$ cat src/rtl/vpu_fp_sqrt_iter_pkg.sv
// Shared types and FP helpers for the iterative square-root unit.
// Formats, canonical NaN and class/state encodings live here.
package vpu_fp_sqrt_iter_pkg;

  localparam int EXP_W_DEF = 8;
  localparam int MAN_W_DEF = 23;

  typedef enum logic [2:0] {
    CLS_ZERO,
    CLS_NORM,
    CLS_INF,
    CLS_QNAN,
    CLS_SNAN,
    CLS_NEG
  } fp_cls_e;

  typedef enum logic [1:0] {
    ST_IDLE,
    ST_PREP,
    ST_ITER,
    ST_ROUND
  } state_e;

  function automatic int bias(input int ew);
    return (1 << (ew - 1)) - 1;
  endfunction

  // BIAS is odd, so (E + BIAS - odd) / 2 == E[hi:1] + BIAS/2 + E[0]
  function automatic int half_bias(input int ew);
    return bias(ew) >> 1;
  endfunction

  function automatic logic [63:0] qnan_bits(input int ew, input int mw);
    logic [63:0] r;
    r = '0;
    for (int i = 0; i < ew; i++) r[mw+i] = 1'b1;
    r[mw-1] = 1'b1;
    return r;
  endfunction

endpackage

$ cat src/rtl/vpu_fp_sqrt_iter_if.sv
// Source/destination bundle of the square-root unit.
// The master issues operands; the slave returns results.
interface vpu_fp_sqrt_iter_if #(
  parameter int LANES = 4,
  parameter int EXP_W = 8,
  parameter int MAN_W = 23
);
  localparam int ELEM_W = 1 + EXP_W + MAN_W;

  logic                    start_i;
  logic [LANES*ELEM_W-1:0] op_0;
  logic [LANES*ELEM_W-1:0] result_o;
  logic                    done_o;
  logic                    busy_o;
  logic [LANES-1:0]        invalid_o;

  modport master (
    output start_i, op_0,
    input  result_o, done_o, busy_o, invalid_o
  );

  modport slave (
    input  start_i, op_0,
    output result_o, done_o, busy_o, invalid_o
  );
endinterface

$ cat src/rtl/vpu_fp_sqrt_iter_lane.sv
// One lane: unpack/classify, restoring root recurrence, RNE round.
// Sequenced by shared cap/prep/iter/round strobes from the top FSM.
module vpu_fp_sqrt_iter_lane
  import vpu_fp_sqrt_iter_pkg::*;
#(
  parameter int EXP_W = EXP_W_DEF,
  parameter int MAN_W = MAN_W_DEF
) (
  input  logic                       clk,
  input  logic                       rst_n,
  input  logic                       cap_i,
  input  logic                       prep_i,
  input  logic                       iter_i,
  input  logic                       round_i,
  input  logic [1+EXP_W+MAN_W-1:0]   op_i,
  output logic [1+EXP_W+MAN_W-1:0]   res_o,
  output logic                       inv_o
);
  localparam int ELEM_W = 1 + EXP_W + MAN_W;
  localparam int RT_W   = MAN_W + 2;
  localparam int RAD_W  = 2 * RT_W;
  localparam int REM_W  = MAN_W + 5;
  localparam int HB     = half_bias(EXP_W);
  localparam logic [EXP_W-1:0] HALF_B = HB[EXP_W-1:0];
  localparam logic [63:0] QNAN_L = qnan_bits(EXP_W, MAN_W);
  localparam logic [ELEM_W-1:0] QNAN = QNAN_L[ELEM_W-1:0];

  logic [ELEM_W-1:0] op_q;
  logic              sgn_q;
  fp_cls_e           cls_q;
  logic [EXP_W-1:0]  exp_q;
  logic [RAD_W-1:0]  rad_q;
  logic [RT_W-1:0]   root_q;
  logic [REM_W-1:0]  rem_q;
  logic [ELEM_W-1:0] res_q;
  logic              inv_q;

  logic              sgn;
  logic [EXP_W-1:0]  ef;
  logic [MAN_W-1:0]  mf;
  logic              nan;
  fp_cls_e           cls_d;
  logic [EXP_W-1:0]  exp_d;
  logic [RT_W-1:0]   rt0;
  logic [RAD_W-1:0]  rad_d;

  logic [REM_W-1:0]  rem_sh;
  logic [REM_W:0]    trial;
  logic              ge;
  logic [REM_W-1:0]  rem_d;
  logic [RT_W-1:0]   root_d;

  logic              up;
  logic [MAN_W:0]    man_r;
  logic [EXP_W-1:0]  exp_r;
  logic [ELEM_W-1:0] res_d;
  logic              inv_d;

  // Classify the captured operand and derive exponent and radicand
  always_comb begin
    sgn   = op_q[ELEM_W-1];
    ef    = op_q[MAN_W +: EXP_W];
    mf    = op_q[MAN_W-1:0];
    nan   = (&ef) & (|mf);
    cls_d = CLS_NORM;
    unique case (1'b1)
      nan & mf[MAN_W-1]:          cls_d = CLS_QNAN;
      nan & ~mf[MAN_W-1]:         cls_d = CLS_SNAN;
      ~|ef:                       cls_d = CLS_ZERO;
      sgn & ~nan & (|ef):         cls_d = CLS_NEG;
      (&ef) & ~(|mf) & ~sgn:      cls_d = CLS_INF;
      default:                    cls_d = CLS_NORM;
    endcase
    exp_d = {1'b0, ef[EXP_W-1:1]} + HALF_B
          + {{(EXP_W-1){1'b0}}, ef[0]};
    rt0   = ef[0] ? {2'b01, mf} : {1'b1, mf, 1'b0};
    rad_d = {rt0, {RT_W{1'b0}}};
  end

  // One restoring step: trial-subtract 4*root+1 from the shifted remainder
  always_comb begin
    rem_sh = {rem_q[REM_W-3:0], rad_q[RAD_W-1 -: 2]};
    trial  = {1'b0, rem_sh}
           - {1'b0, {(REM_W-RT_W-2){1'b0}}, root_q, 2'b01};
    ge     = ~trial[REM_W];
    rem_d  = ge ? trial[REM_W-1:0] : rem_sh;
    root_d = {root_q[RT_W-2:0], ge};
  end

  // Round to nearest even and pick the special-case encodings
  always_comb begin
    up    = root_q[0] & ((|rem_q) | root_q[1]);
    man_r = {1'b0, root_q[MAN_W:1]} + {{MAN_W{1'b0}}, up};
    exp_r = exp_q + {{(EXP_W-1){1'b0}}, man_r[MAN_W]};
    res_d = '0;
    inv_d = 1'b0;
    unique case (cls_q)
      CLS_ZERO: res_d = {sgn_q, {(ELEM_W-1){1'b0}}};
      CLS_NORM: res_d = {1'b0, exp_r,
                         man_r[MAN_W] ? {MAN_W{1'b0}}
                                      : man_r[MAN_W-1:0]};
      CLS_INF:  res_d = {1'b0, {EXP_W{1'b1}}, {MAN_W{1'b0}}};
      CLS_QNAN: res_d = QNAN;
      CLS_SNAN, CLS_NEG: begin
        res_d = QNAN;
        inv_d = 1'b1;
      end
      default:  res_d = '0;
    endcase
  end

  // Lane state: capture, prepare, iterate, then hold the rounded result
  always_ff @(posedge clk or negedge rst_n) begin
    if (!rst_n) begin
      op_q   <= '0;
      sgn_q  <= 1'b0;
      cls_q  <= CLS_ZERO;
      exp_q  <= '0;
      rad_q  <= '0;
      root_q <= '0;
      rem_q  <= '0;
      res_q  <= '0;
      inv_q  <= 1'b0;
    end else begin
      if (cap_i) op_q <= op_i;
      if (prep_i) begin
        sgn_q  <= sgn;
        cls_q  <= cls_d;
        exp_q  <= exp_d;
        rad_q  <= rad_d;
        root_q <= '0;
        rem_q  <= '0;
      end
      if (iter_i) begin
        rad_q  <= {rad_q[RAD_W-3:0], 2'b00};
        rem_q  <= rem_d;
        root_q <= root_d;
      end
      if (round_i) begin
        res_q <= res_d;
        inv_q <= inv_d;
      end
    end
  end

  assign res_o = res_q;
  assign inv_o = inv_q;

endmodule

$ cat src/rtl/vpu_fp_sqrt_iter.sv
// Multi-lane IEEE-754 square root with a shared sequencing FSM.
// Fixed latency of MAN_W+4 cycles from accept to the done pulse.
module vpu_fp_sqrt_iter
  import vpu_fp_sqrt_iter_pkg::*;
#(
  parameter int LANES = 4,
  parameter int EXP_W = EXP_W_DEF,
  parameter int MAN_W = MAN_W_DEF
) (
  input  logic                 clk,
  input  logic                 rst_n,
  vpu_fp_sqrt_iter_if.slave    sq
);
  localparam int ELEM_W = 1 + EXP_W + MAN_W;
  localparam int CNT_W  = $clog2(MAN_W + 2);
  localparam logic [CNT_W-1:0] LAST = CNT_W'(MAN_W + 1);

  state_e            state_q, state_d;
  logic [CNT_W-1:0]  cnt_q, cnt_d;
  logic              done_q, done_d;
  logic              cap, prep, iter, rnd;

  logic [LANES*ELEM_W-1:0] res_w;
  logic [LANES-1:0]        inv_w;

  // State, counter and done pulse registers
  always_ff @(posedge clk or negedge rst_n) begin
    if (!rst_n) begin
      state_q <= ST_IDLE;
      cnt_q   <= '0;
      done_q  <= 1'b0;
    end else begin
      state_q <= state_d;
      cnt_q   <= cnt_d;
      done_q  <= done_d;
    end
  end

  // Next state and per-phase lane strobes
  always_comb begin
    state_d = state_q;
    cnt_d   = cnt_q;
    done_d  = 1'b0;
    cap     = 1'b0;
    prep    = 1'b0;
    iter    = 1'b0;
    rnd     = 1'b0;
    unique case (state_q)
      ST_IDLE: begin
        if (sq.start_i) begin
          cap     = 1'b1;
          state_d = ST_PREP;
        end
      end
      ST_PREP: begin
        prep    = 1'b1;
        cnt_d   = '0;
        state_d = ST_ITER;
      end
      ST_ITER: begin
        iter  = 1'b1;
        cnt_d = cnt_q + {{(CNT_W-1){1'b0}}, 1'b1};
        if (cnt_q == LAST) state_d = ST_ROUND;
      end
      ST_ROUND: begin
        rnd     = 1'b1;
        done_d  = 1'b1;
        state_d = ST_IDLE;
      end
      default: state_d = ST_IDLE;
    endcase
  end

  for (genvar g = 0; g < LANES; g++) begin : g_lane
    vpu_fp_sqrt_iter_lane #(
      .EXP_W (EXP_W),
      .MAN_W (MAN_W)
    ) u_lane (
      .clk     (clk),
      .rst_n   (rst_n),
      .cap_i   (cap),
      .prep_i  (prep),
      .iter_i  (iter),
      .round_i (rnd),
      .op_i    (sq.op_0[g*ELEM_W +: ELEM_W]),
      .res_o   (res_w[g*ELEM_W +: ELEM_W]),
      .inv_o   (inv_w[g])
    );
  end

  assign sq.result_o  = res_w;
  assign sq.invalid_o = inv_w;
  assign sq.done_o    = done_q;
  assign sq.busy_o    = (state_q != ST_IDLE);

endmodule

$ cat src/flat_wrapper.sv
// flat-port wrapper written by rule: the top's interface ports become plain ports
module vpu_fp_sqrt_iter_flat import vpu_fp_sqrt_iter_pkg::*;
#(
  parameter int LANES = 4,
  parameter int EXP_W = EXP_W_DEF,
  parameter int MAN_W = MAN_W_DEF
)
  (clk, rst_n, sq_start_i, sq_op_0, sq_result_o, sq_done_o, sq_busy_o, sq_invalid_o);
  vpu_fp_sqrt_iter_if #(.LANES(LANES), .EXP_W(EXP_W), .MAN_W(MAN_W)) sq_i ();
  input  logic clk;
  input  logic rst_n;
  input wire logic [$bits(sq_i.start_i)-1:0] sq_start_i;
  input wire logic [$bits(sq_i.op_0)-1:0] sq_op_0;
  output wire logic [$bits(sq_i.result_o)-1:0] sq_result_o;
  output wire logic [$bits(sq_i.done_o)-1:0] sq_done_o;
  output wire logic [$bits(sq_i.busy_o)-1:0] sq_busy_o;
  output wire logic [$bits(sq_i.invalid_o)-1:0] sq_invalid_o;
  assign sq_i.start_i = sq_start_i;
  assign sq_i.op_0 = sq_op_0;
  assign sq_result_o = sq_i.result_o;
  assign sq_done_o = sq_i.done_o;
  assign sq_busy_o = sq_i.busy_o;
  assign sq_invalid_o = sq_i.invalid_o;
  vpu_fp_sqrt_iter #(.LANES(LANES), .EXP_W(EXP_W), .MAN_W(MAN_W)) u_core (.clk(clk), .rst_n(rst_n), .sq(sq_i));
endmodule
$ cat config.mk
export PLATFORM = sky130hd
export DESIGN_NAME = vpu_fp_sqrt_iter_flat
export DESIGN_NICKNAME = d
export VERILOG_FILES = /design/src/rtl/vpu_fp_sqrt_iter_pkg.sv /design/src/rtl/vpu_fp_sqrt_iter_if.sv /design/src/rtl/vpu_fp_sqrt_iter_lane.sv /design/src/rtl/vpu_fp_sqrt_iter.sv /design/src/flat_wrapper.sv
export SDC_FILE = /design/constraint.sdc
export NUM_CORES = 1
export LEC_CHECK = 0
export ABC_CLOCK_PERIOD_IN_PS = 2710
export CAP_MARGIN = 40
export CORE_MARGIN = 4
export CORE_UTILIZATION = 54
export DETAILED_ROUTE_END_ITERATION = 12
export PLACE_DENSITY_LB_ADDON = 0.25
export RECOVER_POWER = 50
export SLEW_MARGIN = 30
export SYNTH_ARGS = -nofsm -noshare
export SYNTH_HDL_FRONTEND = slang
export SYNTH_SLANG_ARGS = --single-unit
$ cat constraint.sdc
create_clock -name clk -period 2.71 [get_ports clk]
set_input_delay 0.542 -clock clk [delete_from_list [all_inputs] [get_ports clk]]
set_output_delay 0.542 -clock clk [all_outputs]
set_load 0.05 [all_outputs]
==> metrics.txt <==
Critical path origin u_core.g_lane[2].u_lane.rem_q[0]; final worst path period share 103%; Placeable Area 64600 um2; Post-DP HPWL 68400 um; number of global-route vias before repair 29600; Root Driver clkbuf_16; worst slew pin tran 1.24 ns; total number of vias 30400; count of cell types in the netlist 84; Die X 263 um; WL/cell 19.4 um; fillers 4722; syn_area_per_cell 9.72 um2; Reg clk slew, reported paths 0.06 ns; IO Count 265; total grt overflow 0; CTS Sinks 628; sequential share of the synthesized area 44.6%; I/O Buffers 264; Final Max Slew Viols 0; WP data required 3.21 ns; Hold Startpoint u_core.g_lane[0].u_lane.rad_q[26]; largest net degree at the start of global routing 124; H-Tree Level Count 3; starting density of the core 54.6%; leakage power 20.2 nW; Tot Pwr 55.8 mW; Mapped Nets 3898; crit path DAT 3.30 ns; later-pin clock latency in the skew report 0.63 ns; Area Overhead vs Synth 30.6%; slowest cell delay on critical path 0.44 ns; Post-route DRC 0; # setup viols final 29; final setup skew 0.0209 ns; Post-synth EDFFs 0; post-synthesis register bit count 628; Layout Nets 4527; Fin Hold WS 0.493 ns; DRT antenna net count 0; Max-Cap Viols 0; peak supply drop 1.25 mV; Worst path slowest cell dfrtp_2; crit end category flop; CTS Buffer Depth 3; CTS buffer count 69; antenna violations before repair 9; CP cell instances ha_4 > nor2b_4 > o31a_1 > o21ai_4 > o21ai_4 > a211oi_4 > o221ai_4 > buf_6 > buf_6 > mux2i_1 > o2bb2ai_1; Final Hold Fails 0; outcome complete, but fails checks; Post-Synthesis Cells 3628; crit-path max FO 7; Die H 263 um; Worst Path Buf+Inv 2; synthesized area 35200 um2; worst r2r src u_core.g_lane[2].u_lane.rem_q[0]; All-Layer GR Usage 26.9%; std cell rows 93; routability cong. 0.932; Max-slew headroom 17.4%; critical path's top delay family compound AO/OA/AOI/OAI gates; DRT Pass-1 Iters 5; Synthesis Warnings 0; CTS tree yes; PnR worst setup slack -0.0892 ns; vias per cell 5.88; RSZ-0062 raised after global routing yes; type of the tightest min-delay check flop to flop; first-pass GRT wire length 156000 um; min Tclk post-route 2.80 ns; die area 69400 um2; Routed Wire Length 100000 um; failing checks setup timing; Pwr per Cell Area 1210 nW/um2; pre-CTS WS -0.161 ns; Crit Path Class flop to flop; Placed Area 41700 um2; DR iter-0 viols 2145; fraction of layout cells with a size suffix above 1 25.3%; final instance area 46000 um2; async set-reset flop share out of synthesis 100%; Critical Path Source Type flop; most frequent cells in the layout dfrtp_1, buf_4, inv_1; Fmax 357 MHz; ys flop type dfrtp_1; commonest non-fill, non-tap cell in the layout dfrtp_1
through the flow:
stage               utilization (%)  std cells  TNS [ns]
floorplan                         -       3628   -0.0860
global placement               64.6       4967     -1.62
detailed placement             64.6       4967     -4.25
CTS                            68.9       5104   -0.0421
global route                   71.3       5163     -6.04
finish                         71.3       5164     -1.27
flip-flops by register name (all words and copies together), names as in the netlist, 5 cells and up:
register and cells:
u_core.g_lane.u_lane.res_o 128, u_core.g_lane.u_lane.exp_q 32, u_core.cnt_q 5, u_core.g_lane.u_lane.root_q 100, u_core.g_lane.u_lane.rem_q 112, u_core.g_lane.u_lane.op_q 128
u_core.g_lane.u_lane.rad_q 100, u_core.g_lane.u_lane.cls_q 12
logic make-up after synthesis:
logic type | Yosys count | synth area share, %
AO/OA/AOI/OAI | 922 | 16.5
XOR/XNOR | 212 | 5.27
adder cells (fa/ha/maj) | 139 | 4.93
buffers and inverters | 499 | 5.54
flip-flops | 628 | 44.6
multiplexers | 373 | 11.4
AND/OR/NAND/NOR | 855 | 11.8
layer usage:
metal,up-vias,track usage [%],part of all wire (%)
li1,14200,-,-
met1,15000,37.7,44
met2,964,43.2,46
met3,192,5.42,7.1
met4,16,6.77,2.5
met5,-,0,0.11
worst paths after layout:
kind | endpoint | cells past startpoint | slack [ns]
max reg2reg | u_core.g_lane[2].u_lane.rem_q[13] | 11 | -0.09
max | u_core.g_lane[2].u_lane.rem_q[13] | 11 | -0.09
min in group asynchronous | u_core.g_lane[2].u_lane.root_q[8] | 2 | 0.74
min reg2reg | u_core.g_lane[0].u_lane.rad_q[26] | 1 | 0.49
min | u_core.g_lane[0].u_lane.rad_q[26] | 1 | 0.49
max in group asynchronous | u_core.g_lane[1].u_lane.rem_q[8] | 4 | 0.38
timing repair:
action	4_1_cts	5_1_grt
setup endpoints to repair	100	135
endpoints found under the hold margin	36	0
setup buffers	13	54
resized for setup	66	253
pin swaps	26	119
hold buffers	1	0
gates cloned	2	7
synthesized netlist by cell type (111+ instances only):
library cell / instances / share of area, %
nor2_1: 161 / 1.7
a21oi_1: 182 / 2.6
inv_1: 298 / 3.2
o21ai_0: 291 / 4.1
mux2i_1: 149 / 4.2
dfrtp_1: 628 / 45
nand2_1: 244 / 2.6
clkbuf_1: 143 / 1.5
nand3_1: 185 / 2.6
xnor2_1: 163 / 4.1
ha_1: 139 / 4.9
mux2_2: 224 / 7.2
o22ai_1: 111 / 2.0
report_power, final:
group / total (mW) / leakage (nW) / switching (mW) / internal (mW)
Clock: 9.61 / 1.12 / 4.06 / 5.55
Combinational: 31.2 / 11.0 / 16.6 / 14.6
Sequential: 15.0 / 8.05 / 2.78 / 12.3
worst reg2reg max path, cell delays in order (launching register included):
cell	delay (ns)
dfrtp_2	0.44
ha_4	0.26
nor2b_4	0.13
o31a_1	0.33
o21ai_4	0.21
o21ai_4	0.11
a211oi_4	0.33
o221ai_4	0.31
buf_6	0.25
buf_6	0.11
mux2i_1	0.13
o2bb2ai_1	0.08
final cells by class:
class / instances / area, um2 / area share, %
multi-input cells: 2503 / 19100 / 41.6
clock inverters: 26 / 304 / 0.660
diodes: 2 / 5.00 / 0.0109
repair buffers: 756 / 6690 / 14.5
inverters: 299 / 1120 / 2.44
clock buffers: 95 / 1980 / 4.31
flip-flops and latches: 628 / 15700 / 34.1
well taps: 855 / 1070 / 2.32
No activity file was read; power rests on OpenSTA's default activity.
